## src/rtl/collision_event_gen_pkg.sv

```systemverilog
// Shared types and constants for the collision event generator: FSM state
// encoding, default pulse timing, floor line and hit-counter sizing.
package collision_event_gen_pkg;

    typedef enum logic [2:0] {
        SCAN     = 3'd0,
        SCORE_HI = 3'd1,
        SCORE_LO = 3'd2,
        LIFE_HI  = 3'd3,
        LIFE_LO  = 3'd4
    } state_e;

    localparam int          PULSE_HI_DEFAULT = 2;
    localparam int          PULSE_LO_DEFAULT = 2;
    localparam logic [8:0]  FLOOR_Y_DEFAULT  = 9'd232;

    localparam int          TIMER_W = 4;

    localparam int                   HIT_CNT_W   = 3;
    localparam logic [HIT_CNT_W-1:0] HIT_CNT_MAX = 3'd7;

endpackage

```

## src/rtl/collision_event_gen_pulse_timer.sv

```systemverilog
// Countdown timer for pulse high/low phases. A load sets the phase length;
// done_o is high on the final clock of the loaded phase.
module pulse_timer
    import collision_event_gen_pkg::*;
#(
    parameter int PULSE_HI = PULSE_HI_DEFAULT,
    parameter int PULSE_LO = PULSE_LO_DEFAULT
) (
    input  logic clk,
    input  logic reset,
    input  logic loadHi_i,
    input  logic loadLo_i,
    output logic done_o
);

    logic [TIMER_W-1:0] cnt_q, cnt_d;

    // Loading length-1 makes the phase last exactly its length, counting the load clock's successor.
    always_comb begin
        cnt_d = cnt_q;
        if (loadHi_i) begin
            cnt_d = TIMER_W'(PULSE_HI - 1);
        end else if (loadLo_i) begin
            cnt_d = TIMER_W'(PULSE_LO - 1);
        end else if (cnt_q != '0) begin
            cnt_d = cnt_q - TIMER_W'(1);
        end
    end

    always_ff @(posedge clk or posedge reset) begin
        if (reset) begin
            cnt_q <= '0;
        end else begin
            cnt_q <= cnt_d;
        end
    end

    assign done_o = (cnt_q == '0);

endmodule

```

## src/rtl/collision_event_gen.sv

```systemverilog
// Turns per-pixel ball/brick/paddle/floor overlaps into per-frame score and
// life-loss pulses. Define COLLISION_COMBO_SCORE_EN for one score pulse per brick hit.
module collision_event_gen
    import collision_event_gen_pkg::*;
#(
    parameter int         PULSE_HI = PULSE_HI_DEFAULT,
    parameter int         PULSE_LO = PULSE_LO_DEFAULT,
    parameter logic [8:0] FLOOR_Y  = FLOOR_Y_DEFAULT
) (
    input  logic       clk,
    input  logic       reset,
    input  logic       display_on,
    input  logic       vsync,
    input  logic [8:0] hpos,
    input  logic [8:0] vpos,
    input  logic       ball_gfx,
    input  logic       brick_gfx,
    input  logic       paddle_gfx,
    output logic       incscore,
    output logic       declives,
    output logic       paddle_hit,
    output logic       busy
);

`ifdef COLLISION_COMBO_SCORE_EN
    localparam int               CNT_W   = HIT_CNT_W;
    localparam logic [CNT_W-1:0] CNT_MAX = HIT_CNT_MAX;
`else
    localparam int               CNT_W   = 1;
    localparam logic [CNT_W-1:0] CNT_MAX = 1'b1;
`endif

    state_e state_q, state_d;

    logic             vsyncPrev_q;
    logic             brickOvl_q;
    logic [CNT_W-1:0] liveCnt_q, liveCnt_d;
    logic             liveFloor_q, liveFloor_d;
    logic             livePaddle_q, livePaddle_d;
    logic [CNT_W-1:0] pendCnt_q, pendCnt_d;
    logic             life_q, life_d;
    logic             paddleHit_q, paddleHit_d;
    logic             incscore_q, declives_q, busy_q;

    logic vsyncRise, snap;
    logic brickOvl, brickEdge, floorHit, paddleOvl;
    logic loadHi, loadLo, timerDone;
    logic unusedHpos;

    assign unusedHpos = ^hpos;

    assign vsyncRise = vsync & ~vsyncPrev_q;
    assign snap      = vsyncRise && (state_q == SCAN);

    assign brickOvl  = display_on & ball_gfx & brick_gfx;
    assign brickEdge = brickOvl & ~brickOvl_q;
    assign floorHit  = display_on & ball_gfx & (vpos >= FLOOR_Y);
    assign paddleOvl = display_on & ball_gfx & paddle_gfx;

    // Snapshot clears first, so overlaps seen in the snapshot clock land in the new frame.
    always_comb begin
        liveCnt_d    = snap ? '0   : liveCnt_q;
        liveFloor_d  = snap ? 1'b0 : liveFloor_q;
        livePaddle_d = snap ? 1'b0 : livePaddle_q;
        if (brickEdge && (liveCnt_d != CNT_MAX)) begin
            liveCnt_d = liveCnt_d + CNT_W'(1);
        end
        liveFloor_d  = liveFloor_d | floorHit;
        livePaddle_d = livePaddle_d | paddleOvl;
    end

    always_comb begin
        state_d     = state_q;
        pendCnt_d   = pendCnt_q;
        life_d      = life_q;
        paddleHit_d = paddleHit_q;
        loadHi      = 1'b0;
        loadLo      = 1'b0;
        case (state_q)
            SCAN: begin
                if (snap) begin
                    pendCnt_d   = liveCnt_q;
                    life_d      = liveFloor_q;
                    paddleHit_d = livePaddle_q;
                    if (liveCnt_q != '0) begin
                        state_d = SCORE_HI;
                        loadHi  = 1'b1;
                    end else if (liveFloor_q) begin
                        state_d = LIFE_HI;
                        loadHi  = 1'b1;
                    end
                end
            end
            SCORE_HI: begin
                if (timerDone) begin
                    state_d   = SCORE_LO;
                    loadLo    = 1'b1;
                    pendCnt_d = pendCnt_q - CNT_W'(1);
                end
            end
            SCORE_LO: begin
                if (timerDone) begin
                    if (pendCnt_q != '0) begin
                        state_d = SCORE_HI;
                        loadHi  = 1'b1;
                    end else if (life_q) begin
                        state_d = LIFE_HI;
                        loadHi  = 1'b1;
                    end else begin
                        state_d = SCAN;
                    end
                end
            end
            LIFE_HI: begin
                if (timerDone) begin
                    state_d = LIFE_LO;
                    loadLo  = 1'b1;
                    life_d  = 1'b0;
                end
            end
            LIFE_LO: begin
                if (timerDone) begin
                    state_d = SCAN;
                end
            end
            default: state_d = SCAN;
        endcase
    end

    // Outputs are flopped from the next state so they line up with state_q and cannot glitch.
    always_ff @(posedge clk or posedge reset) begin
        if (reset) begin
            state_q      <= SCAN;
            vsyncPrev_q  <= 1'b0;
            brickOvl_q   <= 1'b0;
            liveCnt_q    <= '0;
            liveFloor_q  <= 1'b0;
            livePaddle_q <= 1'b0;
            pendCnt_q    <= '0;
            life_q       <= 1'b0;
            paddleHit_q  <= 1'b0;
            incscore_q   <= 1'b0;
            declives_q   <= 1'b0;
            busy_q       <= 1'b0;
        end else begin
            state_q      <= state_d;
            vsyncPrev_q  <= vsync;
            brickOvl_q   <= brickOvl;
            liveCnt_q    <= liveCnt_d;
            liveFloor_q  <= liveFloor_d;
            livePaddle_q <= livePaddle_d;
            pendCnt_q    <= pendCnt_d;
            life_q       <= life_d;
            paddleHit_q  <= paddleHit_d;
            incscore_q   <= (state_d == SCORE_HI);
            declives_q   <= (state_d == LIFE_HI);
            busy_q       <= (state_d != SCAN);
        end
    end

    pulse_timer #(
        .PULSE_HI (PULSE_HI),
        .PULSE_LO (PULSE_LO)
    ) u_pulse_timer (
        .clk      (clk),
        .reset    (reset),
        .loadHi_i (loadHi),
        .loadLo_i (loadLo),
        .done_o   (timerDone)
    );

    assign incscore   = incscore_q;
    assign declives   = declives_q;
    assign paddle_hit = paddleHit_q;
    assign busy       = busy_q;

endmodule

```

## config.mk

```make
export PLATFORM = sky130hd
export DESIGN_NAME = collision_event_gen
export DESIGN_NICKNAME = d
export VERILOG_FILES = /design/src/rtl/collision_event_gen_pkg.sv /design/src/rtl/collision_event_gen_pulse_timer.sv /design/src/rtl/collision_event_gen.sv
export SDC_FILE = /design/constraint.sdc
export NUM_CORES = 1
export LEC_CHECK = 0
export CAP_MARGIN = 20
export CORE_MARGIN = 3
export CORE_UTILIZATION = 45
export CTS_CLUSTER_DIAMETER = 150
export DETAILED_ROUTE_END_ITERATION = 8
export DONT_BUFFER_PORTS = 1
export HOLD_SLACK_MARGIN = 0.08
export PLACE_DENSITY_LB_ADDON = 0.2
export SLEW_MARGIN = 20
export SYNTH_ARGS = -nofsm -noshare
export SYNTH_HDL_FRONTEND = slang
export SYNTH_SLANG_ARGS = --single-unit
```

## constraint.sdc

```tcl
create_clock -name clk -period 2.25 [get_ports clk]
set_input_delay 0.45 -clock clk [delete_from_list [all_inputs] [get_ports clk]]
set_output_delay 0.45 -clock clk [all_outputs]
set_load 0.005 [all_outputs]
```

==> impl_metrics.json, run 1 <==
{
  "status": "finished, final reports clean",
  "drive_gt1_share_pct": 18.8,
  "grt_max_degree": 19,
  "reg2reg_setup_slack_ps": 530,
  "numCtsBuffers": 3,
  "skew_ps": 1.68,
  "area_growth_pct": 7.40,
  "highest_layer": "met4",
  "synthFlopType": "dfrtp_1",
  "core_area_um2": 1750,
  "path_buf_inv": 1,
  "clock_path_buffers": 2,
  "dp_hpwl_um": 1130,
  "met2_wirelength_um": 717,
  "cts_setup_buffers": 0,
  "end_kind": "flop",
  "antenna_found_initial": 0,
  "crit_type": "flop to flop",
  "p_per_area_nw_per_um2": 1390,
  "synth.distinct_cells": 35,
  "seq_power_share_pct": 46.4,
  "crit_end": "declives",
  "multiInputGateArea_um2": 360,
  "r2r-start": "u_pulse_timer.cnt_q[0]",
  "cts.sinks": 18,
  "n_antenna_cell": 0,
  "nNetsFinal": 107,
  "regArea_um2": 450,
  "synth_warnings": 0,
  "ios": 29,
  "start_util_pct": 48.5,
  "wl_met3_um": 81,
  "tritoncts": "built",
  "switching_share_pct": 37.8,
  "synth-async-reset-ratio_pct": 100,
  "yosysTopAreaCell": "dfrtp_1",
  "rsz0062_at_grt": "false",
  "clk_pin_slew_ps": 90,
  "worst_pin_slew_ps": 654,
  "die_h_um": 49.4,
  "wl_per_cell_um": 14.1,
  "holdWs_ps": 126,
  "ys_seq_area_share_pct": 53.3,
  "cp-startpoint": "u_pulse_timer.cnt_q[0]",
  "vias": 580,
  "max_slew_margin_pct": 56.4,
  "post_cts_resized": 0,
  "cp-start-kind": "flop",
  "cp.arrival_ps": 1950,
  "synth_area_leaders": "dfrtp_1 (53%), nor2_1 (4.4%), inv_1 (3.1%)",
  "hold_class": "input pin to async pin",
  "cp_max_fo": 5,
  "hold_violations": 0,
  "met1_length_um": 633,
  "synth.top_cell.area_share_pct": 53.3,
  "fin_cells": 105,
  "p_switching_uw": 479,
  "drc": 0,
  "rr_worst_depth": 6,
  "row_count": 15,
  "period_needed_ps": 1720,
  "slowest_delay_ps": 440,
  "cts-root-buf": "clkbuf_4",
  "power.leakage_nw": 0.401,
  "grt_usage_pct": 14.5,
  "grt_pass1_vias": 611,
  "first_pass_iters": 4,
  "regToRegEndpoint": "declives",
  "slowest_stage": "or3b_4",
  "cp.depth": 6,
  "ant_nets": 0,
  "p_comb_share_pct": 38.3,
  "clock_latency_ps": 290,
  "cp_cell_sequence": "inv_1 -> ha_1 -> or3b_4 -> nor4_4 -> o31ai_2 -> nor2_1",
  "required_ps": 2480,
  "dp_cells": 101,
  "fin_crit_sh_pct": 76.5,
  "finalSetupViolCount": 0,
  "post-route-util_pct": 52.0,
  "max_clock_freq_ghz": 0.581,
  "syn_inst": 77,
  "ys_ff_latch": 18,
  "peakVddDrop_v": 0.000640,
  "synthTopCellsByCount": "dfrtp_1 (18), nor2_1 (10), inv_1 (7)",
  "dieArea_um2": 2440,
  "die_w_um": 49.4,
  "grt-ovfl-total": 0,
  "maxCapViolCount": 0,
  "crit_family": "simple AND/OR/NAND/NOR gates",
  "synth_fp_nets": 103,
  "h-tree-depth": 1,
  "wl_um": 1490,
  "grt_pass1_wl_um": 2610,
  "fillers": 167,
  "synthMostInstantiatedCell": "dfrtp_1",
  "first_iter_violations": 1,
  "drv_slew": 0,
  "p_int_uw": 788,
  "hold_buffers": 0,
  "viasPerCell": 5.52,
  "synth_edf_count": 0,
  "synth_area_um2": 846,
  "power.share.clock_pct": 15.2,
  "port_buffers": 0,
  "finalSetupTns_ps": 0,
  "gp_congestion": 0.761,
  "avgSynthCellArea_um2": 11.0
}
-- layer usage --
layer  vias to the layer above  track usage [%]
met4                         0             12.8
li1                        283                -
met3                         5             2.14
met1                       274             16.5
met2                        18             23.4
met5                         -                0
-- layout make-up --
| cell class | count | share of cell area [%] |
|---|---|---|
| flip-flops and latches | 18 | 49.6 |
| multi-input cells | 50 | 39.7 |
| clock buffers | 4 | 3.99 |
| well taps | 25 | 3.44 |
| inverters | 8 | 3.31 |
-- sequential cells by signal, summed over array words and instances, names as in the netlist --
register             cells
declives                 1
pendCnt_q                1
busy                     1
liveCnt_q                1
livePaddle_q             1
brickOvl_q               1
vsyncPrev_q              1
state_q                  3
paddle_hit               1
life_q                   1
liveFloor_q              1
u_pulse_timer.cnt_q      4
incscore                 1
-- how the worst min path moves through the flow --
stage | from | endpoint | slack, ps
after floorplan | reset | brickOvl_q | 390
after global placement | reset | state_q[0] | 480
after detailed placement | reset | life_q | 470
after CTS | reset | life_q | 140
after global routing | vsync | vsyncPrev_q | 140
final | reset | life_q | 130
-- metrics by stage --
step | instance area, µm² | total power, mW | setup slack [ps]
2_1_floorplan | 846 | 0.987 | 683
3_3_place_gp | 872 | 1.07 | 554
3_5_place_dp | 872 | 1.09 | 538
4_1_cts | 908 | 1.29 | 519
5_1_grt | 908 | 1.39 | 408
6_report | 908 | 1.27 | 530
-- logic make-up (layout without fill, tap and decap cells) --
kind of cell | after synthesis | in the layout | synth area share [%]
flip-flops | 18 | 18 | 53.3
adder cells (fa/ha/maj) | 1 | 1 | 1.48
AO/OA/AOI/OAI | 16 | 16 | 15.4
buffers and inverters | 9 | 12 | 4.14
XOR/XNOR | 1 | 1 | 1.04
AND/OR/NAND/NOR | 30 | 30 | 22.0
multiplexers | 2 | 2 | 2.66
-- cell usage in the layout, fill, tap and decap left out, types with 2 or more instances in the layout --
cell type,synthesis,final
a32o_1,2,2
nand3b_1,2,2
nor2_1,10,10
nand2_1,3,3
clkbuf_4,0,3
mux2_2,2,2
o22ai_1,2,2
dfrtp_1,18,18
nand2b_1,2,2
inv_1,7,7
nor3_1,4,4
-- power groups by stage --
stage          logic [mW]  registers, mW  clock network (mW)
4_1_cts             0.493          0.589               0.206
3_5_place_dp        0.491          0.597                   0
6_report            0.485          0.588               0.193
3_3_place_gp        0.474          0.592                   0
2_1_floorplan       0.441          0.545                   0
5_1_grt             0.552          0.606               0.226
(Power assumes the default switching activity.)
==> run 2: changes to the inputs <==
==> constraint.sdc (replaced) <==
create_clock -name clk -period 1.8 [get_ports clk]
set_input_delay 0.36 -clock clk [delete_from_list [all_inputs] [get_ports clk]]
set_output_delay 0.36 -clock clk [all_outputs]
set_load 0.005 [all_outputs]
==> run 2 against run 1 <==
Net effect: hold slack improved by 89 ps; global-route usage down 0.083 points; wire length is 2.8% higher; maximum frequency down 1.5%; first-iteration DRC count grew to 11 times the previous value; setup slack lost 480 ps; count of clock-buffer cells in the layout shrank 1; via count rose by 6.4%; final cell count increased by 3.8%; core utilization is 2.4 points higher; sequential share of layout area decreased by 2.2 points; critical endpoint is now busy; highest routed layer unchanged.
==> impl_metrics.json, run 2 (same netlist as run 1, synthesis figures left out) <==
{
  "status": "finished, final reports clean",
  "cp-start-kind": "flop",
  "grt_usage_pct": 14.4,
  "grt_pass1_wl_um": 2650,
  "dieArea_um2": 2440,
  "maxCapViolCount": 0,
  "drv_slew": 0,
  "nNetsFinal": 112,
  "clock_path_buffers": 2,
  "finalSetupTns_ps": 0,
  "grt_pass1_vias": 629,
  "max_slew_margin_pct": 55.0,
  "finalSetupViolCount": 0,
  "regToRegEndpoint": "busy",
  "vias": 617,
  "final_common_cell": "dfrtp_1",
  "gp_congestion": 0.740,
  "path_buf_inv": 1,
  "clk_pin_slew_ps": 100,
  "clock_latency_ps": 290,
  "crit_family": "simple AND/OR/NAND/NOR gates",
  "core_area_um2": 1750,
  "h-tree-depth": 1,
  "hp-start": "ball_gfx",
  "die_w_um": 49.4,
  "antenna_found_initial": 0,
  "pre_cts_ws_ps": 93.4,
  "required_ps": 1960,
  "ios": 29,
  "hold_violations": 0,
  "top_register": "u_pulse_timer.cnt_q",
  "r2r-start": "u_pulse_timer.cnt_q[0]",
  "power_mw": 1.61,
  "hold_class": "input pin to flop",
  "cts-root-buf": "clkbuf_4",
  "p_per_area_nw_per_um2": 1690,
  "rr_worst_depth": 6,
  "skew_ps": 8.44,
  "viasPerCell": 5.66,
  "first_pass_iters": 4,
  "row_count": 15,
  "cp.arrival_ps": 1910,
  "n_antenna_cell": 0,
  "numCtsBuffers": 3,
  "tritoncts": "built",
  "final_cell_mix": "dfrtp_1 (18), nor2_1 (10), inv_1 (7)",
  "die_h_um": 49.4,
  "largest_reg_flops": 4,
  "reg2reg_setup_slack_ps": 50,
  "power.leakage_nw": 0.419,
  "fin_crit_sh_pct": 97.1,
  "slowest_delay_ps": 430,
  "cp_cell_sequence": "inv_1 -> ha_2 -> or3b_4 -> o21bai_1 -> o311a_4 -> nand3b_1",
  "end_kind": "flop",
  "fillers": 170,
  "dp_hpwl_um": 1120,
  "drive_gt1_share_pct": 21.4,
  "first_iter_violations": 11,
  "grt-ovfl-total": 0,
  "max_clock_freq_ghz": 0.572,
  "dp_cells": 104,
  "area_growth_pct": 12.3,
  "crit_type": "flop to flop",
  "grt_max_degree": 19,
  "worstHoldPathCells": 1,
  "ant_nets": 0,
  "port_buffers": 0,
  "wl_um": 1530,
  "peakVddDrop_v": 0.000891,
  "wl_per_cell_um": 14.0,
  "period_needed_ps": 1750,
  "layout_setup_ws_ps": 52.9,
  "worstHoldEndpoint": "livePaddle_q",
  "cp_max_fo": 5,
  "worst_pin_slew_ps": 675,
  "fin_cells": 109,
  "rsz0062_at_grt": "false",
  "drc": 0,
  "slowest_stage": "or3b_4",
  "reg.largest.list": "u_pulse_timer.cnt_q: 4 flops, state_q: 3 flops",
  "cts.sinks": 18,
  "start_util_pct": 48.5
}
-- run 2: worst max path at each step --
| stage | start | to | slack (ps) | cells after the start |
|---|---|---|---|---|
| 4_1_cts | u_pulse_timer.cnt_q[0] | busy | 70 | 6 |
| 5_1_grt | u_pulse_timer.cnt_q[0] | busy | 10 | 6 |
| 3_5_place_dp | u_pulse_timer.cnt_q[0] | busy | 90 | 6 |
| 3_3_place_gp | u_pulse_timer.cnt_q[0] | busy | 120 | 6 |
| 2_1_floorplan | u_pulse_timer.cnt_q[0] | busy | 230 | 6 |
| 6_report | u_pulse_timer.cnt_q[0] | busy | 50 | 6 |
-- run 2: repair_timing --
| item | in CTS | in global routing |
|---|---|---|
| buffers inserted | 0 | 0 |
| gates resized for setup | 0 | 2 |
| hold buffers | 2 | 0 |
| setup endpoints to repair | 0 | 1 |
| hold endpoints to repair | 19 | 0 |
-- run 2: per-layer routing --
metal	GRT usage, %	part of all wire, %
met1	17.0	46
met2	22.1	44
met3	3.98	6.2
met4	10.9	3.2
met5	0	0
-- run 2: final cells by class --
cell class | instances | area (µm²) | share of cell area [%]
Sequential cell | 18 | 450 | 47.4
Multi-Input combinational cell | 50 | 373 | 39.3
Timing Repair Buffer | 5 | 42.5 | 4.48
Tap cell | 25 | 31.3 | 3.29
Inverter | 8 | 30.0 | 3.16
Clock buffer | 3 | 22.5 | 2.37
-- run 2: worst reg2reg max path, stage by stage (launching register included) --
cell and delay (ps):
dfrtp_1 410, inv_1 90, ha_2 190, or3b_4 430
o21bai_1 180, o311a_4 230, nand3b_1 80
-- run 2: power by group --
group / switching [mW] / internal, mW
clock network: 0.117 / 0.0779
logic: 0.362 / 0.336
registers: 0.140 / 0.576
-- run 2: metrics by stage --
stage | instance area (µm²) | hold WS, ps | utilization, %
floorplan | 846 | 299 | -
global placement | 895 | 386 | 51.3
detailed placement | 895 | 392 | 51.3
CTS | 937 | 212 | 53.7
global route | 950 | 212 | 54.4
finish | 950 | 216 | 54.4
==> run 3: changes to the inputs <==
==> constraint.sdc (replaced) <==
create_clock -name clk -period 1.6 [get_ports clk]
set_input_delay 0.32 -clock clk [delete_from_list [all_inputs] [get_ports clk]]
set_output_delay 0.32 -clock clk [all_outputs]
set_load 0.005 [all_outputs]
==> run 3 against run 2 <==
Net effect: the run now ends with setup timing left; non-clock buffer count up 6; final cell count up 6.4%; cell area grew 7.6%; wire length rose by 3.1%; hold slack worse by 33 ps; die area unchanged; first-iteration DRC count shrank 18%; global-route usage barely moved; maximum frequency is 5.1% higher; total power increased by 25%; critical path depth unchanged; combinational power is 38% higher; largest cell class unchanged.
==> impl_metrics.json, run 3 (same netlist as run 1, synthesis figures left out) <==
{
  "cp_cell_sequence": "inv_2 -> ha_4 -> or3b_4 -> nor4_4 -> o31ai_4 -> nor2_1",
  "clk_pin_slew_ps": 100,
  "p_comb_share_pct": 47.6,
  "cp.arrival_ps": 1880,
  "gp_congestion": 0.732,
  "dp_cells": 108,
  "start_util_pct": 48.5,
  "power.leakage_nw": 0.454,
  "wl_per_cell_um": 13.6,
  "dieArea_um2": 2440,
  "slowest_delay_ps": 430,
  "top_register": "u_pulse_timer.cnt_q",
  "vias": 609,
  "drc": 0,
  "power.share.clock_pct": 13.5,
  "n_antenna_cell": 0,
  "multiInputGateArea_um2": 387,
  "layout_setup_ws_ps": -61.6,
  "grt_use_met2_pct": 23.2,
  "hold_violations": 0,
  "max_slew_margin_pct": 56.7,
  "period_needed_ps": 1660,
  "cp_max_fo": 5,
  "tritoncts": "built",
  "power_mw": 2.02,
  "cts.sinks": 18,
  "p_int_mw": 1.27,
  "grt-ovfl-total": 0,
  "regArea_um2": 450,
  "largest_reg_flops": 4,
  "clock_path_buffers": 2,
  "crit_family": "simple AND/OR/NAND/NOR gates",
  "skew_ps": 5.06,
  "required_ps": 1820,
  "grt_max_degree": 19,
  "drive_gt1_share_pct": 30.8,
  "grt_pass1_vias": 625,
  "rsz0062_at_grt": "true",
  "finalSetupViolCount": 3,
  "numCtsBuffers": 3,
  "status": "finished, violations left",
  "cp-start-kind": "flop",
  "grt_util_met1_pct": 18.3,
  "viasPerCell": 5.25,
  "worst_pin_slew_ps": 649,
  "final_common_cell": "dfrtp_1",
  "end_kind": "flop",
  "row_count": 15,
  "drv_slew": 0,
  "max_clock_freq_ghz": 0.602,
  "busiest_layer": "met2",
  "crit_type": "flop to flop",
  "die_h_um": 49.4,
  "switching_share_pct": 37.0,
  "grt_use_met3_pct": 2.75,
  "first_pass_iters": 4,
  "ios": 29,
  "h-tree-depth": 1,
  "grt_pass1_wl_um": 2690,
  "area_growth_pct": 20.9,
  "holdWs_ps": 183,
  "first_iter_violations": 9,
  "fillers": 153,
  "cts-root-buf": "clkbuf_4",
  "slowest_stage": "or3b_4",
  "wl_um": 1570,
  "path_buf_inv": 1,
  "clock_latency_ps": 290,
  "antenna_found_initial": 0,
  "hold_class": "input pin to flop",
  "reg.largest.list": "u_pulse_timer.cnt_q: 4 flops, state_q: 3 flops",
  "maxCapViolCount": 0,
  "violations": "setup timing",
  "p_per_area_nw_per_um2": 1980,
  "fin_cells": 116,
  "core_area_um2": 1750,
  "p_switching_uw": 747,
  "fin_crit_sh_pct": 104,
  "seq_power_share_pct": 38.9,
  "final_cell_mix": "dfrtp_1 (18), nor2_1 (10), buf_4 (9)",
  "nNetsFinal": 118,
  "ant_nets": 0,
  "dp_hpwl_um": 1140,
  "grt_usage_pct": 14.4,
  "die_w_um": 49.4,
  "peakVddDrop_v": 0.000949,
  "port_buffers": 0
}
## run 3: area by class of cell
cell class                 count  area share (%)
sequential                    18            44.1
multi-input combinational     50            37.8
timing repair buffer          11            8.57
clock buffer                   4            3.55
tap                           25            3.06
inverter                       8            2.94
## run 3: repair_timing
action | CTS | global route
gates resized for setup | 5 | 1
hold buffers | 2 | 0
buffers inserted | 0 | 2
endpoints found under the hold margin | 19 | 0
pin swaps | 5 | 3
setup endpoints to repair | 7 | 8
## run 3: worst register-to-register path, cell delays in order (launching register included)
cell	delay (ps)
dfrtp_1	410
inv_2	80
ha_4	140
or3b_4	430
nor4_4	320
o31ai_4	110
nor2_1	120
## run 3: worst paths after layout
kind                                 to  slack (ps)  cells after the start              startpoint
max in group asynchronous          busy         630                      2                   reset
setup reg to reg               incscore         -60                      6  u_pulse_timer.cnt_q[0]
min in group asynchronous  livePaddle_q         550                      2                   reset
hold reg to reg            livePaddle_q         510                      1            livePaddle_q
hold / removal              liveFloor_q         180                      1                ball_gfx
setup / recovery               incscore         -60                      6  u_pulse_timer.cnt_q[0]
## run 3: power groups by stage
stage	Clock (mW)	Sequential [mW]	Combinational, mW
2_1_floorplan	0	0.767	0.620
3_3_place_gp	0	0.788	0.835
3_5_place_dp	0	0.793	0.852
4_1_cts	0.284	0.788	0.919
5_1_grt	0.305	0.811	1.08
6_report	0.273	0.785	0.961
## run 3: per-stage QoR
step,area (µm²),TNS [ps],worst slack (ps),utilization [%]
floorplan,846,0,33.3,-
global placement,925,-186,-56.0,53.0
detailed placement,925,-305,-83.5,53.0
CTS,1000,-266,-82.0,57.4
global route,1020,-564,-142,58.6
finish,1020,-162,-61.6,58.6
## run 3: metal layers
layer	wire length (µm)	share of wire [%]
met1	713	45
met2	767	49
met3	68	4.3
met4	24	1.5
met5	0	0
